`config.mk`:
```
export PLATFORM = sky130hd
export DESIGN_NAME = pll_reset_sequencer
export DESIGN_NICKNAME = d
export VERILOG_FILES = /design/src/rtl/pll_seq_pkg.sv /design/src/rtl/sync_2ff.sv /design/src/rtl/pll_reset_sequencer.sv
export SDC_FILE = /design/constraint.sdc
export NUM_CORES = 1
export LEC_CHECK = 0
export ABC_AREA = 1
export CAP_MARGIN = 10
export CORE_MARGIN = 2
export CORE_UTILIZATION = 60
export CTS_CLUSTER_SIZE = 30
export DETAILED_ROUTE_END_ITERATION = 16
export PLACE_DENSITY_LB_ADDON = 0.15
export SLEW_MARGIN = 20
export SYNTH_ARGS = -nofsm -noshare
export SYNTH_HDL_FRONTEND = slang
export SYNTH_SLANG_ARGS = --single-unit
```
`constraint.sdc`:
```
create_clock -name clk -period 4.9 [get_ports clk]
set_clock_uncertainty 0.2 [all_clocks]
set_input_delay 0.735 -clock clk [delete_from_list [all_inputs] [get_ports clk]]
set_output_delay 0.735 -clock clk [all_outputs]
set_load 0.01 [all_outputs]
```
`src/rtl/pll_seq_pkg.sv`:
```
// pll_seq_pkg: shared state encoding and sizing helpers for the PLL reset sequencer
package pll_seq_pkg;

    typedef enum logic [1:0] {
        S_PLLRST    = 2'd0,
        S_WAIT_LOCK = 2'd1,
        S_STABLE    = 2'd2,
        S_RUN       = 2'd3
    } state_t;

    function automatic int clog2(input int v);
        int r;
        r = 0;
        while ((64'(1) << r) < 64'(v))
            r++;
        return r;
    endfunction

    function automatic int max3(input int a, input int b, input int c);
        int m;
        m = (a > b) ? a : b;
        return (m > c) ? m : c;
    endfunction

endpackage

```
`src/rtl/sync_2ff.sv`:
```
// sync_2ff: two-flop synchroniser for a single asynchronous level, resets to 0
module sync_2ff (
    input  logic clk,
    input  logic rst_n,
    input  logic d,
    output logic q
);

    logic meta;

    always_ff @(posedge clk or negedge rst_n) begin
        if (!rst_n)
            {q, meta} <= 2'b00;
        else
            {q, meta} <= {meta, d};
    end

endmodule

```
`src/rtl/pll_reset_sequencer.sv`:
```
// pll_reset_sequencer: pulses PLL reset, waits for stable lock, then releases system reset
module pll_reset_sequencer
    import pll_seq_pkg::*;
#(
    parameter int PLL_RST_CYCLES = 16,
    parameter int LOCK_TIMEOUT   = 65536,
    parameter int STABLE_CYCLES  = 1024,
    parameter int CNT_W          = 8
) (
    input  logic             clk,
    input  logic             rst_n,
    input  logic             pll_locked,
    output logic             pll_rst,
    output logic             sys_rst_n,
    output logic             ready,
    output logic [CNT_W-1:0] loss_count,
    output logic [CNT_W-1:0] retry_count
);

    localparam int CLG = clog2(max3(PLL_RST_CYCLES, LOCK_TIMEOUT, STABLE_CYCLES));
    localparam int CW  = (CLG < 1) ? 1 : CLG;

    state_t        state, state_n;
    logic [CW-1:0] cnt;
    logic          locked_s;
    logic          retry_inc, loss_inc;

    sync_2ff u_lock_sync (
        .clk  (clk),
        .rst_n(rst_n),
        .d    (pll_locked),
        .q    (locked_s)
    );

    always_comb begin
        state_n   = state;
        retry_inc = 1'b0;
        loss_inc  = 1'b0;
        case (state)
            S_PLLRST:
                state_n = (cnt == CW'(PLL_RST_CYCLES - 1)) ? S_WAIT_LOCK : S_PLLRST;
            S_WAIT_LOCK: begin
                retry_inc = !locked_s && (cnt == CW'(LOCK_TIMEOUT - 1));
                state_n   = locked_s ? S_STABLE : (retry_inc ? S_PLLRST : S_WAIT_LOCK);
            end
            S_STABLE:
                state_n = !locked_s ? S_WAIT_LOCK
                        : (cnt == CW'(STABLE_CYCLES - 1)) ? S_RUN : S_STABLE;
            S_RUN: begin
                loss_inc = !locked_s;
                state_n  = loss_inc ? S_WAIT_LOCK : S_RUN;
            end
            default:
                state_n = S_PLLRST;
        endcase
    end

    // Outputs decode state_n so they switch on the same edge as the state.
    always_ff @(posedge clk or negedge rst_n) begin
        if (!rst_n) begin
            state       <= S_PLLRST;
            cnt         <= '0;
            pll_rst     <= 1'b1;
            sys_rst_n   <= 1'b0;
            ready       <= 1'b0;
            loss_count  <= '0;
            retry_count <= '0;
        end else begin
            state       <= state_n;
            cnt         <= (state_n != state) ? '0 : cnt + 1'b1;
            pll_rst     <= (state_n == S_PLLRST);
            sys_rst_n   <= (state_n == S_RUN);
            ready       <= (state_n == S_RUN);
            if (retry_inc && retry_count != '1)
                retry_count <= retry_count + 1'b1;
            if (loss_inc && loss_count != '1)
                loss_count <= loss_count + 1'b1;
        end
    end

endmodule
```
Yosys cells after proc, flatten, opt, wreduce, memory -nomap -nowiden
Index checks and enable logic that the tools add are counted.

Flip-flop bits (word level): 38. Logic and storage cells: 37. Latch bits: 0. Bits in writable memories: 0. Memories: 0. Bits of input ports: 3. ROM bits: 0.

$mul: 0. Equal/unequal tests: 10. Order comparisons: 0. Reduce and logical (&&, ||, !) cells: 6. Div/mod/pow operators: 0. $add $sub $neg: 3. Muxes and demuxes: 10. Shift operators: 0. Bitwise logic cells: 0.

Operators by type and width (number): $add 16x1->16 const B (1); $add 8x1->8 const B (2); $eq 16x10->1 const B (1); $eq 16x16->1 const B (1); $eq 16x4->1 const B (1); $mux 16 (1); $ne 8x8->1 const B (2); $pmux 2 s4 (1); $eq 2x2->1 const B (3); $mux 2 (3); $mux 1 (5); $logic_not 2->1 (2); $logic_and 1x1->1 (3); $eq 2x1->1 const B (1); $ne 2x2->1 (1); $logic_not 1->1 (1).

Logic depth before layout (Yosys ltp)
Gate-level depths: netlist of the first run.

Word-level depth: 7. Gate-level depth with buffers: 9.

Modules after synthesis
Synthesis of the first run repeated with hierarchy kept, for this count alone.

Cells, all modules: 230. Area, all modules: 2034.5 um^2.

Modules (own cells, without submodules): pll_reset_sequencer (cells each 228, area each 1984.4 um^2, seq. area each 902.1 um^2, times used 1); sync_2ff (cells each 2, area each 50.0 um^2, seq. area each 50.0 um^2, times used 1).

Worst setup path before layout of the first run
No wires, ideal clock.

Kind: reg2reg. Start point: register loss_count[1]. End point: register loss_count[3]. Setup slack: 3.193 ns. Setup time: 0.128 ns. Buffers on the path: 0. Stages on the path, launching flop included: 8. Data arrival time: 1.379 ns. Path through: dfrtp_1 ha_1 nand3_1 nor2_1 nand4_1 nand2_1 nor2_2 xor2_1.

Longest elaborated chain between the ends: 2. Elaborated cells on any way between the ends: 3. Classes of those cells: add/sub: 1; eq/ne: 1; reduce/logical: 1.

RTL lines: start: declaration (RTL line pll_reset_sequencer.sv:16) `output logic [CNT_W-1:0] loss_count,`; start signal: assignment (RTL line pll_reset_sequencer.sv:77) `loss_count <= loss_count + 1'b1;`; branches (longest 2 deep; another with $add 8x1->8).

Several ways; the timed one is not identified. A chain may end at the register's enable or synchronous reset.

Worst setup path after layout of the first run
Start point: register pll_rst. End point: output port pll_rst.

RTL lines: start: declaration (RTL line pll_reset_sequencer.sv:13) `output logic pll_rst,`; start signal: assignment (RTL line pll_reset_sequencer.sv:71) `pll_rst <= (state_n == S_PLLRST);`.

No word-level cell between the ends.

==> impl_metrics.csv, run 1 <==
group,metric,value,unit
die,io_pins,22,
logic_synthesis,synth_nets,236,
die,row_count,21,
global_routing,grt_pass1_wl,6010,um
global_routing,grt_max_degree,39,
setup_path,worst_r2r_endpoint,"retry_count[4]",
clocking,cts_tree,"yes",
logic_synthesis,synth_area,0.00203,mm2
worst_hold_path,min_path_cells,0,
sta,relSlewSlack,0.455,
clocking,htree_levels,2,
sta,finalHoldViolCount,0,
setup_path,cp-end-kind,"output pin",
setup_path,path_max_fanout,1,
layout,area_growth,13.4,%
clocking,cts_made_buffers,5,
routing,drt-initial-drc-count,52,
placement,dp.cells,294,
logic_synthesis,syn_avg_cell_area,8.85,um2
pwr,p_sw,237,uW
layout,stdcell_count,302,
pwr,power_leakage,0.999,nW
sta,period_needed,2.33,ns
logic_synthesis,synthSimpleGateAreaFrac,0.303,
layout,stdcell_area,0.00231,mm2
die,core,0.00328,mm2
setup_path,crit_path_max_incr_delay,0.54,ns
sta,report.final.slew_viol_count,0,
die,dieWidth,62.2,um
routing,post_drt_wl_per_cell,11.0,um
pwr,p_clk_frac,0.215,
clocking,clockRootBuffer,"clkbuf_4",
setup_path,rr_startpoint,"cnt[0]",
worst_hold_path,holdCritStartpoint,"u_lock_sync.meta",
die,dieHeight,62.2,um
clocking,cts.sinks,38,
logic_synthesis,synth_compound_area_frac,0.0443,
setup_path,r2r_cells,8,
sta,fin_crit_sh,0.476,
clocking,cts_buffer_depth,2,
logic_synthesis,synth_mux_area_frac,0,
setup_path,worst-path-stages,1,
global_routing,antenna_found_initial,0,
sta,rsz0062_at_grt,"false",
pwr,power,724,uW
clocking,cts_hold_buf,0,
die,start_util,0.619,
setup_path,slowest_stage,"dfstp_2",
placement,placedInstanceArea,0.00226,mm2
setup_path,critPathLaunchType,"flip-flop",
setup_path,crit_family,"flip-flops",
placement,io_buffers,21,
logic_synthesis,synth_ff_type,"dfrtp_1",
pwr,p_seq_frac,0.523,
global_routing,grt_pass1_vias,1401,
setup_path,cp.buffers_inverters,1,
sta,worst_hold_slack,0.158,ns
layout,nets,261,
placement,gp_congestion,0.795,
worst_hold_path,whs_endpoint,"u_lock_sync.q",
layout,layout_common_cells,"nand2_1, dfrtp_1, nor2_1",
logic_synthesis,postSynthCellCount,230,
sta,timing_worst_slew_pin_value,0.818,ns
layout,fillers,265,
pwr,power.density,314,mW/mm2
setup_path,worstSetupPathType,"reg2out",
setup_path,path_cells,"clkdlybuf4s50_1",
layout,drive_above_1_share,0.156,
layout,multi_input_area,946,um2
sta,fin_tns_setup,0,ns
sta,fmax,429,MHz
routing,drtPass1Iterations,4,
setup_path,cp_data_required_time,3.96,ns
logic_synthesis,synth_cell_types,28,
clocking,post-cts-setup-buffers,0,
logic_synthesis,yosysSeqAreaShare,0.468,
die,die_area,0.00387,mm2
worst_hold_path,hold_path.class,"reg2reg",
pwr,intPower,486,uW
layout,final_common_cell,"nand2_1",
routing,ant_nets,0,
sta,report.final.setup_viol,0,
logic_synthesis,synth-xor-area-share,0.0990,
status,status,"completed",
routing,vias,1454,
logic_synthesis,ys_async_sr_fraction,1.00,
setup_path,rrSetupSlack,2.99,ns
pwr,ir_drop,0.199,mV
clocking,post_cts_resize_count,0,
pwr,p_sw_frac,0.328,
layout,regArea,952,um2
global_routing,track_usage,0.196,
logic_synthesis,synth_warnings,0,
pwr,pwr-share-comb,0.262,
flow_run,drv_cap,0,
logic_synthesis,ys_ff_latch,38,
routing,viasPerCell,4.81,
global_routing,grt_overflow,0,
clocking,insertion_delay,0.34,ns
logic_synthesis,synth_top_family_by_area,"simple AND/OR/NAND/NOR gates",
layout,n_antenna_cell,0,
placement,dpl.hpwl,2330,um
logic_synthesis,synthAdderAreaFrac,0.0185,
logic_synthesis,synth_edf_count,0,
setup_path,worst_ep_arrival_time,1.39,ns
routing,drt-total-wl,3330,um
clocking,clk_pin_slew,0.11,ns
routing,drc_errors,0,
-- sequential cells by signal, indices dropped and copies added, names as in the netlist --
register / flops
loss_count: 8
u_lock_sync.meta: 1
pll_rst: 1
u_lock_sync.q: 1
retry_count: 8
ready: 1
state: 2
cnt: 16
-- routing by layer --
layer,global-route usage,routed length (um),up-vias
met5,0,0,-
met4,0.0833,59,0
met3,0.0380,85,7
met2,0.317,1490,19
met1,0.259,1690,657
li1,-,-,771
-- power by group through the flow --
stage	Combinational, mW	Sequential [mW]	Clock [mW]
final	0.190	0.378	0.156
after global routing	0.217	0.384	0.173
after CTS	0.193	0.378	0.161
after detailed placement	0.192	0.384	0
after global placement	0.193	0.384	0
after floorplan	0.138	0.390	0
-- through the flow --
step | setup WS (ns) | util
4_1_cts | 2.56 | 0.702
6_report | 2.57 | 0.702
3_5_place_dp | 2.96 | 0.688
5_1_grt | 2.53 | 0.702
2_1_floorplan | 3.19 | -
3_3_place_gp | 2.94 | 0.688
-- synth_stat cells, types with 2 or more instances --
cell type	instances	area, um2
ha_1	3	37.5
o21ai_1	2	10.0
inv_1	26	97.6
nand4_2	2	25.0
nor3_1	2	10.0
nand2_1	41	154
xnor2_1	9	78.8
nand4_1	5	31.3
nand2_2	3	18.8
nor2_2	17	106
o21ai_2	6	52.6
dfrtp_1	37	926
o21ai_0	2	10.0
nor2_1	32	120
nand3_1	16	80.1
nor2_4	2	22.5
xor2_1	14	123
-- worst max-delay path by stage --
stage | start | endpoint | slack [ns]
after global placement | pll_rst | pll_rst | 2.94
after floorplan | loss_count[1] | loss_count[3] | 3.19
final | pll_rst | pll_rst | 2.57
after CTS | pll_rst | pll_rst | 2.56
after global routing | retry_count[2] | retry_count[2] | 2.53
after detailed placement | pll_rst | pll_rst | 2.96
-- worst register-to-register path: stages (launching register included) --
cell and delay, ns:
dfrtp_1 0.38, ha_1 0.21, nand2_1 0.08, nor2_2 0.13, nand2_2 0.10, nor2_2 0.17, nand4_2 0.30, nand2_1 0.17
o21ai_2 0.06
-- cells by family after synthesis --
group	count (synthesis)
xor gates and xnor gates	23
buffers and inverters	29
AOI/OAI and AO/OA	12
DFF	38
and+or+nand+nor	125
adders and majority gates	3
-- final cells by class --
class / instances / area share
clock buffers: 8 / 0.0211
repair buffers: 21 / 0.0889
inverters: 26 / 0.0423
flip-flops and latches: 38 / 0.413
multi-input cells: 163 / 0.410
well taps: 46 / 0.0249
Note: power is estimated with default switching activity, not from simulation.
==> run 2, diff against run 1 <==
--- a/config.mk
+++ b/config.mk
@@ -8,7 +8,7 @@
 export ABC_AREA = 1
 export CAP_MARGIN = 10
 export CORE_MARGIN = 2
-export CORE_UTILIZATION = 60
+export CORE_UTILIZATION = 50
 export CTS_CLUSTER_SIZE = 30
 export DETAILED_ROUTE_END_ITERATION = 16
 export PLACE_DENSITY_LB_ADDON = 0.15
==> constraint.sdc (replaced) <==
create_clock -name clk -period 1.91 [get_ports clk]
set_clock_uncertainty 0.2 [all_clocks]
set_input_delay 0.2865 -clock clk [delete_from_list [all_inputs] [get_ports clk]]
set_output_delay 0.2865 -clock clk [all_outputs]
set_load 0.01 [all_outputs]
==> impl_metrics.csv, run 2 (same netlist as run 1, synthesis figures left out) <==
group,metric,value,unit
sta,finalHoldViolCount,0,
clocking,insertion_delay,0.28,ns
global_routing,grt_pass1_vias,1361,
sta,relSlewSlack,0.550,
placement,io_buffers,21,
routing,viasPerCell,4.88,
global_routing,grt_max_degree,21,
setup_path,worst_r2r_endpoint,"cnt[11]",
setup_path,cp_data_required_time,1.42,ns
clocking,htree_levels,2,
die,start_util,0.512,
sta,worst_hold_slack,0.156,ns
sta,period_needed,1.82,ns
placement,dpl.hpwl,2600,um
die,io_pins,22,
routing,vias,1527,
layout,area_growth,21.3,%
sta,fin_crit_sh,0.955,
status,status,"completed",
global_routing,track_usage,0.177,
setup_path,slowest_stage,"clkdlybuf4s50_1",
setup_path,worstSetupPathType,"reg2out",
layout,layout_common_cells,"nand2_1, dfrtp_1, nor2_1",
setup_path,crit_family,"buffers and inverters",
setup_path,critPathLaunchType,"flip-flop",
sta,report.final.slew_viol_count,0,
clocking,clockRootBuffer,"clkbuf_8",
setup_path,worst_ep_arrival_time,1.34,ns
setup_path,path_max_fanout,1,
worst_hold_path,hold_path.class,"reg2reg",
clocking,clk_pin_slew,0.07,ns
placement,gp_congestion,0.822,
worst_hold_path,whs_endpoint,"u_lock_sync.q",
layout,drive_above_1_share,0.186,
die,core,0.00397,mm2
global_routing,grt_overflow,0,
setup_path,path_cells,"clkdlybuf4s50_1",
routing,ant_nets,0,
clocking,cts_made_buffers,5,
sta,fin_tns_setup,0,ns
worst_hold_path,min_path_cells,0,
layout,final_common_cell,"nand2_1",
pwr,ir_drop,0.488,mV
global_routing,antenna_found_initial,0,
layout,multi_input_area,971,um2
die,dieWidth,67.8,um
sta,worst_slack,0.0850,ns
worst_hold_path,holdCritStartpoint,"u_lock_sync.meta",
sta,fmax,548,MHz
clocking,post-cts-setup-buffers,0,
placement,dp_slack,0.0915,ns
clocking,cts.sinks,38,
layout,regArea,952,um2
sta,report.final.setup_viol,0,
global_routing,grt_pass1_wl,5970,um
sta,rsz0062_at_grt,"false",
setup_path,crit_path_max_incr_delay,0.53,ns
layout,regMostFlops,"cnt",
pwr,power.density,887,mW/mm2
layout,largestRegisters,"cnt (16), loss_count (8), retry_count (8)",
sta,timing_worst_slew_pin_value,0.668,ns
die,die_area,0.00459,mm2
routing,drt-initial-drc-count,53,
clocking,cts_buffer_depth,2,
die,dieHeight,67.8,um
setup_path,cp.buffers_inverters,1,
layout,n_antenna_cell,0,
setup_path,cp-end-kind,"output pin",
clocking,cts_tree,"yes",
routing,drc_errors,0,
layout,nets,268,
pwr,power_leakage,1.07,nW
die,row_count,23,
flow_run,drv_cap,0,
routing,drtPass1Iterations,4,
setup_path,rr_startpoint,"cnt[0]",
setup_path,rrSetupSlack,0.12,ns
setup_path,r2r_cells,8,
layout,fillers,335,
routing,post_drt_wl_per_cell,11.9,um
layout,largest_reg_flops,16,
routing,drt-total-wl,3720,um
==> run 2: changes by cell type in the layout (fill, tap and decap cells not counted) <==
cell and change:
clkbuf_4 -5, buf_4 +3, buf_12 +2, dlygate4sd3_1 +1, nand3_4 +1, clkbuf_1 -1
clkbuf_8 +5, ha_2 +1, ha_1 -1, nand3_2 +1, nand3_1 -1, bufinv_16 +1
==> run 2: layer usage <==
metal	GRT usage	share of wire	vias to the layer above	wire, um
met5	0	0	-	0
met4	0.0675	0.016	0	60
met3	0.0517	0.035	6	131
met2	0.276	0.47	25	1760
met1	0.233	0.47	707	1770
li1	-	-	789	-
==> run 2: layout make-up <==
type                    instances  area share
clock buffers                   7      0.0309
repair buffers                 27       0.113
well taps                      50      0.0254
clock inverters                 1      0.0122
inverters                      26      0.0396
flip-flops and latches         38       0.386
multi-input cells             164       0.394
==> run 2: what timing repair did <==
action / CTS / global route
hold buffers: 1 / 0
gates resized for setup: 0 / 3
endpoints found under the hold margin: 17 / 0
endpoints found under the setup margin: 0 / 15
==> run 2: worst max-delay path by stage <==
| stage | from | endpoint | slack (ns) | depth (start not counted) |
|---|---|---|---|---|
| global route | cnt[0] | cnt[11] | 0.01 | 8 |
| global placement | cnt[0] | cnt[0] | 0.14 | 8 |
| detailed placement | cnt[0] | cnt[1] | 0.09 | 8 |
| finish | pll_rst | pll_rst | 0.09 | 1 |
| floorplan | loss_count[1] | loss_count[3] | 0.20 | 7 |
| CTS | pll_rst | pll_rst | 0.07 | 1 |
==> run 2: power by group <==
group / internal, mW / switching (mW) / total (mW) / leakage (nW)
clock: 0.391 / 0.265 / 0.656 / 0.0524
combinational: 0.228 / 0.329 / 0.557 / 0.505
sequential: 0.900 / 0.0753 / 0.975 / 0.512
total: 1.52 / 0.669 / 2.19 / 1.07
==> run 2: metrics by stage <==
step / cell area, um2 / power [mW] / cells / utilization
3_5_place_dp: 2330 / 1.50 / 303 / 0.586
2_1_floorplan: 2030 / 1.35 / 230 / -
3_3_place_gp: 2330 / 1.50 / 303 / 0.586
4_1_cts: 2440 / 2.17 / 312 / 0.615
6_report: 2470 / 2.19 / 313 / 0.621
5_1_grt: 2470 / 2.33 / 313 / 0.621
==> run 3, diff against run 2 <==
--- a/config.mk
+++ b/config.mk
@@ -5,10 +5,10 @@
 export SDC_FILE = /design/constraint.sdc
 export NUM_CORES = 1
 export LEC_CHECK = 0
-export ABC_AREA = 1
 export CAP_MARGIN = 10
 export CORE_MARGIN = 2
-export CORE_UTILIZATION = 50
+export CORE_UTILIZATION = 30
+export CTS_BUF_LIST = sky130_fd_sc_hd__clkbuf_4 sky130_fd_sc_hd__clkbuf_8 sky130_fd_sc_hd__clkbuf_16
 export CTS_CLUSTER_SIZE = 30
 export DETAILED_ROUTE_END_ITERATION = 16
 export PLACE_DENSITY_LB_ADDON = 0.15
==> impl_metrics.csv, run 3 <==
group,metric,value,unit
status,violations,"negative setup slack",
global_routing,track_usage,0.138,
die,dieHeight,82.7,um
routing,vias,1541,
logic_synthesis,synth_area,0.00186,mm2
layout,regMostFlops,"cnt",
logic_synthesis,synth_mux_area_frac,0.0236,
routing,viasPerCell,4.97,
clocking,cts.sinks,38,
global_routing,grt_pass1_vias,1450,
routing,drtPass1Iterations,4,
global_routing,grt_max_degree,39,
layout,final_common_cell,"buf_4",
logic_synthesis,synth_warnings,0,
setup_path,rrSetupSlack,-0.02,ns
clocking,cts_made_buffers,5,
layout,stdcell_count,310,
routing,drc_errors,0,
logic_synthesis,synthAdderAreaFrac,0.0202,
clocking,clk_pin_slew,0.07,ns
routing,drt-total-wl,4230,um
logic_synthesis,synth_area_leader_cell,"dfrtp_1",
placement,gp_congestion,0.834,
logic_synthesis,synth_edf_count,0,
sta,worst_slack,-0.0233,ns
die,start_util,0.312,
layout,nets,240,
layout,n_antenna_cell,0,
logic_synthesis,synth_top_area_frac,0.499,
setup_path,path_max_fanout,5,
clocking,clockRootBuffer,"clkbuf_8",
logic_synthesis,synth_commonest_cells,"dfrtp_1, xnor2_1, nor3_1, nand4_1",
placement,dpl.hpwl,2950,um
global_routing,grt_overflow,0,
logic_synthesis,synth.area.top_cells,"dfrtp_1, xnor2_1, xor2_1",
setup_path,cp-end-kind,"flip-flop",
clocking,cts_tree,"yes",
sta,fmax,517,MHz
flow_run,drv_cap,0,
pwr,power.density,885,mW/mm2
placement,dp_slack,-0.0566,ns
global_routing,antenna_found_initial,0,
logic_synthesis,synth_compound_area_frac,0.0512,
worst_hold_path,hold_path.class,"reg2reg",
pwr,power_leakage,1.14,nW
sta,report.final.setup_viol,1,
die,io_pins,22,
logic_synthesis,synth-xor-area-share,0.123,
setup_path,worstSetupPathType,"reg2reg",
logic_synthesis,synth_cell_types,38,
global_routing,grt_pass1_wl,7020,um
die,dieWidth,82.7,um
status,status,"finished, violations left",
sta,rsz0062_at_grt,"true",
layout,drive_above_1_share,0.289,
setup_path,worst_ep_arrival_time,1.90,ns
pwr,ir_drop,0.421,mV
placement,io_buffers,21,
logic_synthesis,synthSimpleGateAreaFrac,0.246,
logic_synthesis,ys_ff_latch,38,
logic_synthesis,synth_ff_type,"dfrtp_1",
sta,timing_worst_slew_pin_value,0.482,ns
layout,largest_reg_flops,16,
sta,relSlewSlack,0.679,
placement,dp.cells,292,
routing,ant_nets,0,
logic_synthesis,syn_avg_cell_area,10.9,um2
die,row_count,28,
routing,drt-initial-drc-count,94,
clocking,htree_levels,2,
sta,period_needed,1.93,ns
die,core,0.00596,mm2
sta,worst_hold_slack,0.152,ns
logic_synthesis,yosys.cell_count.top_type,"dfrtp_1",
layout,final_core_util,0.445,
logic_synthesis,yosysSeqAreaShare,0.513,
clocking,insertion_delay,0.28,ns
die,die_area,0.00683,mm2
sta,finalHoldViolCount,0,
layout,layout_common_cells,"buf_4, dfrtp_1, clkdlybuf4s50_1",
setup_path,cp_data_required_time,1.88,ns
logic_synthesis,synth_top_family_by_area,"simple AND/OR/NAND/NOR gates",
clocking,cts_buffer_depth,2,
setup_path,critPathLaunchType,"flip-flop",
layout,area_growth,42.7,%
logic_synthesis,synth_nets,176,
sta,report.final.slew_viol_count,0,
sta,fin_crit_sh,1.01,
routing,post_drt_wl_per_cell,13.6,um
layout,largestRegisters,"cnt (16), loss_count (8), retry_count (8)",
logic_synthesis,postSynthCellCount,170,
logic_synthesis,ys_async_sr_fraction,1.00,
sta,fin_tns_setup,-0.0233,ns
[run 3: cell count changes in the layout (fill, tap and decap cells not counted), sizes merged, moves of 4 or more]
cell	delta
xnor2	+8
nand4	+4
o21ai	-6
nor4	+8
nor2	-42
xor2	-5
inv	-23
nand3	-9
nor3	+12
nand2	-35
and3	+5
buf	+35
[run 3: cells by family after synthesis]
group	after synthesis
AND/OR/NAND/NOR	80
flip-flops	38
XOR/XNOR	26
AO/OA/AOI/OAI	11
buffers and inverters	8
multiplexers	4
adder cells (fa/ha/maj)	3
[run 3: stage by stage]
stage | area (um2) | total power [mW]
floorplan | 1890 | 1.37
global placement | 2400 | 1.70
detailed placement | 2400 | 1.73
CTS | 2540 | 2.37
global route | 2650 | 2.51
finish | 2650 | 2.35
[run 3: critical path, cell delays in order (launching register included)]
cell and delay (ns):
dfrtp_1 0.43, nand4_1 0.15, or4_4 0.61, nor2_4 0.12, mux2_4 0.30
[run 3: path summary, 6_finish.rpt]
check / startpoint / endpoint / depth (start not counted)
worst max-delay path: cnt[11] / retry_count[1] / 4
worst min-delay path: u_lock_sync.meta / u_lock_sync.q / 0
worst max register to register: cnt[11] / retry_count[1] / 4
worst min register to register: u_lock_sync.meta / u_lock_sync.q / 0
max in group asynchronous: rst_n / cnt[13] / 3
min in group asynchronous: rst_n / cnt[5] / 3
[run 3: routing by layer]
layer  vias up  wire [um]  global-route usage
li1        744          -                   -
met1       742       1860               0.174
met2        48       2080               0.231
met3         7        225              0.0359
met4         0         59              0.0443
met5         -          0                   0
[run 3: cell type report]
type	instances	area, um2
flip-flops and latches	38	956
inverters	3	11.3
fillers	570	3310
clock buffers	8	110
well taps	75	93.8
multi-input cells	124	951
repair buffers	62	528
[run 3: power by group]
group / total [mW] / internal, mW / switching, mW
Combinational: 0.711 / 0.367 / 0.344
Sequential: 1.01 / 0.909 / 0.0991
Clock: 0.627 / 0.364 / 0.263
[run 3: repair_timing]
action | in CTS | in global routing
hold buffers | 1 | 0
pin swaps | 2 | 4
resized for setup | 2 | 10
buffers inserted | 2 | 7
endpoints found under the setup margin | 21 | 22
endpoints found under the hold margin | 37 | 0
gates cloned | 0 | 0
